**config.mk**
```make
export PLATFORM = sky130hd
export DESIGN_NAME = stepgen_bank
export DESIGN_NICKNAME = d
export VERILOG_FILES = /design/src/rtl/stepgen_bank_pkg.sv /design/src/rtl/stepgen_bank_if.sv /design/src/rtl/stepgen_bank_channel.sv /design/src/rtl/stepgen_bank.sv
export SDC_FILE = /design/constraint.sdc
export NUM_CORES = 2
export LEC_CHECK = 0
export ABC_AREA = 1
export CORE_ASPECT_RATIO = 0.75
export CORE_MARGIN = 2
export CORE_UTILIZATION = 50
export DETAILED_ROUTE_END_ITERATION = 10
export GPL_TIMING_DRIVEN = 0
export PLACE_DENSITY = 0.69
export SYNTH_ARGS = -nofsm -noshare
export SYNTH_HDL_FRONTEND = slang
export SYNTH_HIERARCHICAL = 1
export SYNTH_SLANG_ARGS = --single-unit
export TNS_END_PERCENT = 50
```
**constraint.sdc**
```tcl
create_clock -name sysclk -period 4.2 [get_ports sysclk]
set_input_delay 0.84 -clock sysclk [delete_from_list [all_inputs] [get_ports sysclk]]
set_output_delay 0.84 -clock sysclk [all_outputs]
set_load 0.005 [all_outputs]
```
**src/rtl/stepgen_bank_pkg.sv**
```systemverilog
// remora_pkg: shared constants, defaults and helpers for the step
// generator bank and its per-joint channels.
package remora_pkg;

    localparam int FREQ_W = 32;
    localparam int CNT_W  = 10;

    localparam int DEF_NUM_JOINTS       = 5;
    localparam int DEF_ACC_WIDTH        = 32;
    localparam int DEF_PULSE_CYCLES     = 48;
    localparam int DEF_DIR_SETUP_CYCLES = 48;

    localparam logic [FREQ_W-1:0] FREQ_MIN = 32'h8000_0000;
    localparam logic [FREQ_W-1:0] FREQ_MAX = 32'h7fff_ffff;

    typedef enum logic [1:0] {
        ST_IDLE,
        ST_SETUP,
        ST_HIGH,
        ST_LOW
    } step_state_e;

    // |f| of a signed word; the most negative value saturates
    function automatic logic [FREQ_W-1:0] freq_mag(
        input logic [FREQ_W-1:0] f
    );
        logic [FREQ_W-1:0] m;
        m = f;
        if (f[FREQ_W-1])
            m = (f == FREQ_MIN) ? FREQ_MAX : (~f + 1'b1);
        return m;
    endfunction

endpackage

```
**src/rtl/stepgen_bank_if.sv**
```systemverilog
// stepgen_bank_if: per-joint link between the bank (shadowed command)
// and one stepgen_channel (pins and feedback).
interface stepgen_bank_if;
    import remora_pkg::*;

    logic [FREQ_W-1:0] freq;
    logic              en;
    logic              stp;
    logic              dir;
    logic              overrun;
    logic [FREQ_W-1:0] feedback;

    modport master (
        output freq, en,
        input  stp, dir, overrun, feedback
    );

    modport slave (
        input  freq, en,
        output stp, dir, overrun, feedback
    );

endinterface

```
**src/rtl/stepgen_bank_channel.sv**
```systemverilog
// stepgen_channel: one joint -- phase accumulator, step/dir pulse FSM
// with one-deep pending request, and the step-position counter.
module stepgen_channel
    import remora_pkg::*;
#(
    parameter int ACC_WIDTH        = DEF_ACC_WIDTH,
    parameter int PULSE_CYCLES     = DEF_PULSE_CYCLES,
    parameter int DIR_SETUP_CYCLES = DEF_DIR_SETUP_CYCLES
) (
    input  logic          i_clk,
    input  logic          i_rst,
    stepgen_bank_if.slave bus
);

    localparam logic [CNT_W-1:0] PULSE_LAST = CNT_W'(PULSE_CYCLES - 1);
    localparam logic [CNT_W-1:0] SETUP_LAST = CNT_W'(DIR_SETUP_CYCLES - 1);

    step_state_e         r_state;
    step_state_e         w_state_nx;
    logic [CNT_W-1:0]    r_cnt;
    logic [CNT_W-1:0]    w_cnt_nx;
    logic [ACC_WIDTH-1:0] r_acc;
    logic [ACC_WIDTH:0]  w_sum;
    logic [FREQ_W-1:0]   w_mag;
    logic [FREQ_W-1:0]   r_count;
    logic [FREQ_W-1:0]   r_fb;
    logic                r_pend;
    logic                w_pend_nx;
    logic                r_ovr;
    logic                w_ovr_nx;
    logic                r_dir;
    logic                w_dir_nx;
    logic                r_stp;
    logic                w_step;
    logic                w_req;
    logic                w_req_dir;
    logic                w_decide;
    logic                w_serve;

    assign w_mag     = freq_mag(bus.freq);
    assign w_sum     = {1'b0, r_acc} + (ACC_WIDTH + 1)'(w_mag);
    assign w_req     = bus.en & w_sum[ACC_WIDTH];
    assign w_req_dir = ~bus.freq[FREQ_W-1];

    // last LOW cycle decides like IDLE so a pending step costs no gap
    assign w_decide = (r_state == ST_IDLE)
                    | ((r_state == ST_LOW) & (r_cnt == '0));
    assign w_serve  = bus.en & w_decide & (r_pend | w_req);

    always_comb begin
        w_state_nx = r_state;
        w_cnt_nx   = r_cnt;
        w_pend_nx  = r_pend;
        w_ovr_nx   = r_ovr;
        w_dir_nx   = r_dir;
        w_step     = 1'b0;

        if (!bus.en) begin
            w_pend_nx = 1'b0;
        end else if (w_decide) begin
            w_pend_nx = r_pend & w_req;
        end else if (w_req) begin
            if (r_pend)
                w_ovr_nx = 1'b1;
            else
                w_pend_nx = 1'b1;
        end

        if (w_serve) begin
            w_dir_nx = w_req_dir;
            if (w_req_dir == r_dir) begin
                w_state_nx = ST_HIGH;
                w_cnt_nx   = PULSE_LAST;
                w_step     = 1'b1;
            end else begin
                w_state_nx = ST_SETUP;
                w_cnt_nx   = SETUP_LAST;
            end
        end else begin
            unique case (r_state)
                ST_IDLE: begin
                    w_cnt_nx = '0;
                end
                ST_SETUP: begin
                    if (r_cnt == '0) begin
                        w_state_nx = ST_HIGH;
                        w_cnt_nx   = PULSE_LAST;
                        w_step     = 1'b1;
                    end else begin
                        w_cnt_nx = r_cnt - 1'b1;
                    end
                end
                ST_HIGH: begin
                    if (r_cnt == '0) begin
                        w_state_nx = ST_LOW;
                        w_cnt_nx   = PULSE_LAST;
                    end else begin
                        w_cnt_nx = r_cnt - 1'b1;
                    end
                end
                ST_LOW: begin
                    if (r_cnt == '0)
                        w_state_nx = ST_IDLE;
                    else
                        w_cnt_nx = r_cnt - 1'b1;
                end
            endcase
        end
    end

    always_ff @(posedge i_clk) begin
        if (i_rst) begin
            r_state <= ST_IDLE;
            r_cnt   <= '0;
            r_acc   <= '0;
            r_pend  <= 1'b0;
            r_ovr   <= 1'b0;
            r_dir   <= 1'b1;
            r_stp   <= 1'b0;
            r_count <= '0;
            r_fb    <= '0;
        end else begin
            r_state <= w_state_nx;
            r_cnt   <= w_cnt_nx;
            r_pend  <= w_pend_nx;
            r_ovr   <= w_ovr_nx;
            r_dir   <= w_dir_nx;
            r_stp   <= (w_state_nx == ST_HIGH);
            r_fb    <= r_count;
            if (bus.en)
                r_acc <= w_sum[ACC_WIDTH-1:0];
            // dir is already settled whenever HIGH is entered
            if (w_step)
                r_count <= r_dir ? r_count + 1'b1 : r_count - 1'b1;
        end
    end

    assign bus.stp      = r_stp;
    assign bus.dir      = r_dir;
    assign bus.overrun  = r_ovr;
    assign bus.feedback = r_fb;

endmodule

```
**src/rtl/stepgen_bank.sv**
```systemverilog
// stepgen_bank: command shadow registers plus NUM_JOINTS step/dir
// channels, with packing of the per-joint words.
module stepgen_bank
    import remora_pkg::*;
#(
    parameter int NUM_JOINTS       = DEF_NUM_JOINTS,
    parameter int ACC_WIDTH        = DEF_ACC_WIDTH,
    parameter int PULSE_CYCLES     = DEF_PULSE_CYCLES,
    parameter int DIR_SETUP_CYCLES = DEF_DIR_SETUP_CYCLES
) (
    input  logic                         sysclk,
    input  logic                         rst,
    input  logic                         cmd_valid,
    input  logic [NUM_JOINTS*FREQ_W-1:0] freq_cmd,
    input  logic [NUM_JOINTS-1:0]        joint_enable,
    input  logic                         error,
    output logic [NUM_JOINTS*FREQ_W-1:0] joint_feedback,
    output logic [NUM_JOINTS-1:0]        stp,
    output logic [NUM_JOINTS-1:0]        dir,
    output logic [NUM_JOINTS-1:0]        overrun
);

    logic [NUM_JOINTS*FREQ_W-1:0] r_freq;
    logic [NUM_JOINTS-1:0]        r_en;

    always_ff @(posedge sysclk) begin
        if (rst) begin
            r_freq <= '0;
            r_en   <= '0;
        end else if (cmd_valid) begin
            r_freq <= freq_cmd;
            r_en   <= joint_enable;
        end
    end

    for (genvar j = 0; j < NUM_JOINTS; j++) begin : g_ch
        stepgen_bank_if link ();

        assign link.freq = r_freq[j*FREQ_W +: FREQ_W];
        assign link.en   = r_en[j] & ~error;

        stepgen_channel #(
            .ACC_WIDTH        (ACC_WIDTH),
            .PULSE_CYCLES     (PULSE_CYCLES),
            .DIR_SETUP_CYCLES (DIR_SETUP_CYCLES)
        ) u_ch (
            .i_clk (sysclk),
            .i_rst (rst),
            .bus   (link)
        );

        assign stp[j]     = link.stp;
        assign dir[j]     = link.dir;
        assign overrun[j] = link.overrun;
        assign joint_feedback[j*FREQ_W +: FREQ_W] = link.feedback;
    end

endmodule

```
* Yosys cells after proc, flatten, opt, wreduce, memory -nomap -nowiden
Index checks and enable logic that the tools add are counted.
Storage, ports and cells: flip-flop bits (word level) 725, input bits 169, word-level logic and storage cells 308
Cells by class: add/subtract/negate cells 25, eq/ne operators 40, muxes and demuxes 95, bitwise logic cells 61, reduce and logical (&&, ||, !) cells 35
Operators by type and width (count):
- 32-bit 2-to-1 mux | 15
- 32-bit by 1-bit adder with 32-bit output (second input constant) | 10
- 32-bit by 32-bit adder with 33-bit output | 5
- 32-bit == test (second input constant) | 5
- 32-bit inverter | 5
- 32-bit by 1-bit subtractor with 32-bit output (second input constant) | 5
- 10-bit case mux with 3 select lines | 5
- 10-bit 2-to-1 mux | 10
- 10-bit logical NOT | 5
- 2-bit 2-to-1 mux | 25
- 10-bit by 1-bit subtractor with 10-bit output (second input constant) | 5
- 1-bit bitwise AND | 30
- 2-bit == test (second input constant) | 15
- 1-bit 2-to-1 mux | 30
- 6-bit 2-to-1 mux | 5
- 2-bit case mux with 3 select lines | 5
- 2-bit OR reduction | 15
- 4-bit AND reduction | 5
- 1-bit inverter | 16
- 3-bit by 2-bit != test with 1-bit output (second input constant) | 5
- 2-bit by 1-bit == test with 1-bit output (second input constant) | 5
- 2-bit logical NOT | 5
- 2-bit != test (second input constant) | 5
- 1-bit bitwise OR | 10
- other kinds (2) | 10

* Longest topological paths before layout
depth after elaboration 10, gate-level depth with buffers 32, depth with buffers taken out 31

* Hierarchy
Netlist, hierarchy kept.
By module, submodules not included:
- stepgen_channel (g_ch[1].u_ch ...) | times used 2, cells an instance 1472, area an instance 9202.6 um^2, seq. area each 2242.2 um^2
- stepgen_channel (g_ch[0].u_ch) | times used 1, cells an instance 1455, area an instance 8994.9 um^2, seq. area each 2242.2 um^2
- stepgen_channel (g_ch[4].u_ch) | times used 1, cells an instance 1410, area an instance 8848.5 um^2, seq. area each 2242.2 um^2
- stepgen_channel (g_ch[3].u_ch) | times used 1, cells an instance 1407, area an instance 8762.2 um^2, seq. area each 2242.2 um^2
- stepgen_bank | times used 1, cells an instance 1071, area an instance 7031.7 um^2, seq. area each 3303.2 um^2

* Least setup slack after synthesis
OpenSTA, ideal clock, no wires.
path type register -> register, from register r_freq[128], to register g_ch[4].u_ch.r_count[4], library setup time 0.114 ns, data arrival time 3.645 ns, setup slack 0.442 ns, stages on the path, launching flop included 32, clock period less this slack 3.758 ns, cell sequence dfxtp_1 inv_1 ha_1 nand2_1 nor2_1 inv_2 nor2_2 nand4_1 nor4_2 inv_2 buf_2 nand2_1 ha_1 inv_1 fa_1 inv_1 nand2_1 nand2_1 nand3_1 nand2_1 nand2_1 nand2_2 nand2_2 nand2_2 nand2_2 nand2_4 nand2_4 nand2_4 nand2_8 buf_4 nor2_1 nor2_2
Between the ends: longest elaborated chain between the ends 9, elaborated cells between the ends (all ways) 10, classes of those cells add/sub (2); eq/ne (1); mux (3); bitwise (4)
Ends and longest elaborated chain:
- start: declaration | RTL line stepgen_bank.sv:23 | logic [NUM_JOINTS*FREQ_W-1:0] r_freq;
- start signal: assignment | RTL line stepgen_bank.sv:31 | r_freq <= freq_cmd;
- 32-bit inverter | RTL line stepgen_bank_pkg.sv:30 | m = (f == FREQ_MIN) ? FREQ_MAX : (~f + 1'b1);
- 32-bit by 1-bit adder with 32-bit output | RTL line stepgen_bank_pkg.sv:30
- 32-bit 2-to-1 mux | RTL line stepgen_bank_pkg.sv:30
- 32-bit 2-to-1 mux * | RTL line stepgen_bank_pkg.sv:29 | if (f[FREQ_W-1])
- 32-bit by 32-bit adder with 33-bit output * | RTL line stepgen_bank_channel.sv:41 | assign w_sum = {1'b0, r_acc} + (ACC_WIDTH + 1)'(w_mag);
- 1-bit bitwise AND * | RTL line stepgen_bank_channel.sv:42 | assign w_req = bus.en & w_sum[ACC_WIDTH];
- 1-bit bitwise OR * | RTL line stepgen_bank_channel.sv:48 | assign w_serve = bus.en & w_decide & (r_pend | w_req);
- 1-bit bitwise AND * | RTL line stepgen_bank_channel.sv:48
- 1-bit 2-to-1 mux * | RTL line stepgen_bank_channel.sv:69 | if (w_serve) begin
- end signal: assignment | RTL line stepgen_bank_channel.sv:134 | r_count <= r_dir ? r_count + 1'b1 : r_count - 1'b1;
- end: declaration | RTL line stepgen_bank_channel.sv:25 | logic [FREQ_W-1:0] r_count;
Every way passes the cells marked *; elsewhere a longest branch is shown, timed or not. A chain may end at the register's enable or synchronous reset.

* Worst setup path in the final report
from register r_freq[128], to register g_ch[4].u_ch.r_count[28]
Same word-level chain as after synthesis.

==> impl_metrics.yaml <==
flow_run:
  cap_violations: 0
detailed_routing:
  wl_per_cell_um: 15.5
  drc: 0
  num_vias: 52684
  via_per_inst: 5.17
  drtIter0Drc: 3929
  ant_nets: 0
  routed_wl_um: 158000
  first_pass_iters: 8
finish:
  utilization: 0.595
  nNetsFinal: 9288
  syn2layout_area_growth_pct: 18.0
  drive_gt1_frac: 0.0893
  seq_area_um2: 14500
  final_common_cell: "nand2_1"
  multi_input_area_um2: 32600
  fillCellCount: 10140
  stdcell_count: 10185
  most-common-layout-cells: "1845 x nand2_1, 1565 x nor2_1, 1094 x inv_1"
global_route:
  grt_overflow: 0
  track_usage: 0.285
  grt_pass1_vias: 48248
  grt_max_degree: 32
  grt_pass1_wl_um: 249000
  antenna_found_initial: 2
sta:
  worst_slew_pin_slew_ns: 1.23
  post-route-period-util: 0.975
  fin_skew_ns: 0.0271
  hold_ws_ns: 0.441
  slew_headroom: 0.181
  setup_slack_ns: 0.107
  setup_viol: 0
  max_freq_ghz: 0.244
  hold_viol: 0
  rsz0062_at_grt: "yes"
  finalCriticalPeriod_ns: 4.09
  slew_violations: 0
clocking:
  clockBufferDepth: 3
  clkTransAtPathRegs_ns: 0.06
  clock-sinks: 725
  cts_buffers: 81
  cts_hold_buf: 0
  cts_tree: "done"
  cts-root-buf: "clkbuf_16"
  h-tree-depth: 3
  insertion_delay_ns: 0.68
synth:
  muxShareOfSynthArea: 0
  synthesis.nets: 8811
  synthAdderAreaFrac: 0.0868
  ys_types: 56
  synthSimpleGateAreaFrac: 0.368
  post_synth.cell_area_avg_um2: 6.28
  ys.flop_type: "dfxtp_1"
  synth-compound-area-share: 0.110
  ys_ff_latch: 725
  synth-seq-area-share: 0.279
  yosysWarnings: 6
  synth_edf_count: 0
  synth_cells: 8287
  synth_top_family_by_area: "simple AND/OR/NAND/NOR gates"
  synthesis.area_um2: 52000
  synth_xor_area_frac: 0.0471
  async_reset_ff_frac: 0
setup_path:
  critical-path-max-stage-delay_ns: 0.33
  end_kind: "flop"
  critical_path.max_fanout: 10
  start_kind: "flop"
  crit_required_ns: 4.76
  cp.arrival_ns: 4.66
  cpMostUsedCell: "nand2_1"
  setup.worst_path.class: "reg -> reg"
  cpMaxStageDelayCell: "dfxtp_2"
floorplan:
  die_y_um: 283
  fp.coreArea_um2: 103000
  die-area_um2: 107000
  start_util: 0.504
  ioPinCount: 344
  die_x_um: 377
  rows: 102
placed_design:
  place_worst_setup_slack_ns: -0.822
  place_hpwl_um: 125000
  globalplace.congestion: 0.990
  placed_cells: 9981
  io_buffers: 342
power:
  worst_ir_drop_vdd_v: 0.000423
  p_leak_nw: 29.8
  power_mw: 26.2
  power_density_nw_per_um2: 427
hold_path:
  hp-class: "reg -> reg"
status:
  status: "completed"
final timing paths:
path	from	to	slack (ns)	depth (start not counted)
hold reg to reg	g_ch[2].u_ch/r_count[2]	g_ch[2].u_ch/bus.feedback[2]	0.44	2
hold / removal	g_ch[2].u_ch/r_count[2]	g_ch[2].u_ch/bus.feedback[2]	0.44	2
setup / recovery	r_freq[128]	g_ch[4].u_ch/r_count[28]	0.11	30
setup reg to reg	r_freq[128]	g_ch[4].u_ch/r_count[28]	0.11	30
state kept, by name, summed over array words and instances (netlist names):
name / cells
g_ch.u_ch/r_pend: 5
g_ch.u_ch/bus.overrun: 5
g_ch.u_ch/bus.dir: 5
g_ch.u_ch/r_cnt: 50
g_ch.u_ch/r_state: 10
g_ch.u_ch/r_count: 160
g_ch.u_ch/bus.feedback: 160
r_en: 5
r_freq: 160
g_ch.u_ch/bus.stp: 5
g_ch.u_ch/r_acc: 160
critical path: cells and delay by family, from the launching register on:
kind                     cells  cell delay [ns]
AO/OA/AOI/OAI                2             0.34
adder cells (fa/ha/maj)      2             0.45
AND/OR/NAND/NOR             18             1.84
buffers and inverters        8             1.01
flip-flops                   1             0.33
per-layer routing:
layer	share of wire	global-route usage
met4	0.024	0.0712
met1	0.49	0.415
met5	0	0
met2	0.43	0.442
met3	0.056	0.0376
cell usage after synthesis, types with 5 or more instances:
master    number  area [µm²]
buf_4         31         233
ha_1         345        4320
o211ai_1      24         180
nand3_1      470        2350
buf_2         44         220
dfxtp_1      725       14500
nor2_2        79         494
inv_2         24        90.1
buf_8          7         105
o21ai_1        5        25.0
o21ai_0      370        1850
nand2_4       17         191
nand4_1       66         413
o21bai_1      39         293
buf_6         45         507
xnor2_1      138        1210
nand2_2      111         694
buf_1         15        56.3
inv_1       1102        4140
o211a_1        5        50.1
nor4_1        54         338
nand3b_1      41         308
fa_1          10         200
o31ai_1        7        52.6
nand2_1     1871        7020
o21a_1        16         120
nor3_2         5        50.1
or2_1          9        56.3
o22ai_1        6        37.5
a31oi_1       33         206
nor2_1      1593        5980
xor2_1       142        1240
clkbuf_1      84         315
nor3_1       107         536
or2_2         59         369
and2_1         8        50.1
a21oi_1      505        2530
a21o_1        37         278
cell families (layout without fill, tap and decap cells):
group / after synthesis / count (layout)
flops: 725 / 725
fa+ha+maj: 355 / 355
compound gates: 1059 / 1059
other cells: 0 / 2
buf+inv: 1353 / 1897
xor+xnor: 280 / 280
simple gates: 4515 / 4515
stage by stage:
stage / TNS, ns / instance area [µm²]
global placement: -68.30 / 57200
detailed placement: -77.65 / 57200
floorplan: 0 / 52000
finish: 0 / 61400
global route: -2.24 / 61400
CTS: 0 / 60300
power breakdown:
group / switching, mW / leakage [nW] / internal, mW
clock: 3.10 / 1.41 / 4.71
sequential: 0.900 / 5.93 / 8.06
combinational: 5.55 / 22.5 / 3.90
layout make-up:
cell class	count	area share
inverters	1127	0.0690
clock inverters	41	0.0103
diodes	2	0.0000815
flip-flops and latches	725	0.236
multi-input cells	6209	0.531
plain buffers	225	0.0250
well taps	1352	0.0276
clock buffers	109	0.0372
repair buffers	395	0.0629
what timing repair did:
| item | in CTS | in global routing |
|---|---|---|
| setup endpoints to repair | 266 | 277 |
| setup buffers | 14 | 38 |
| cloned | 0 | 1 |
| pin swaps | 10 | 39 |
| gates resized for setup | 44 | 204 |
(Power assumes the default switching activity.)
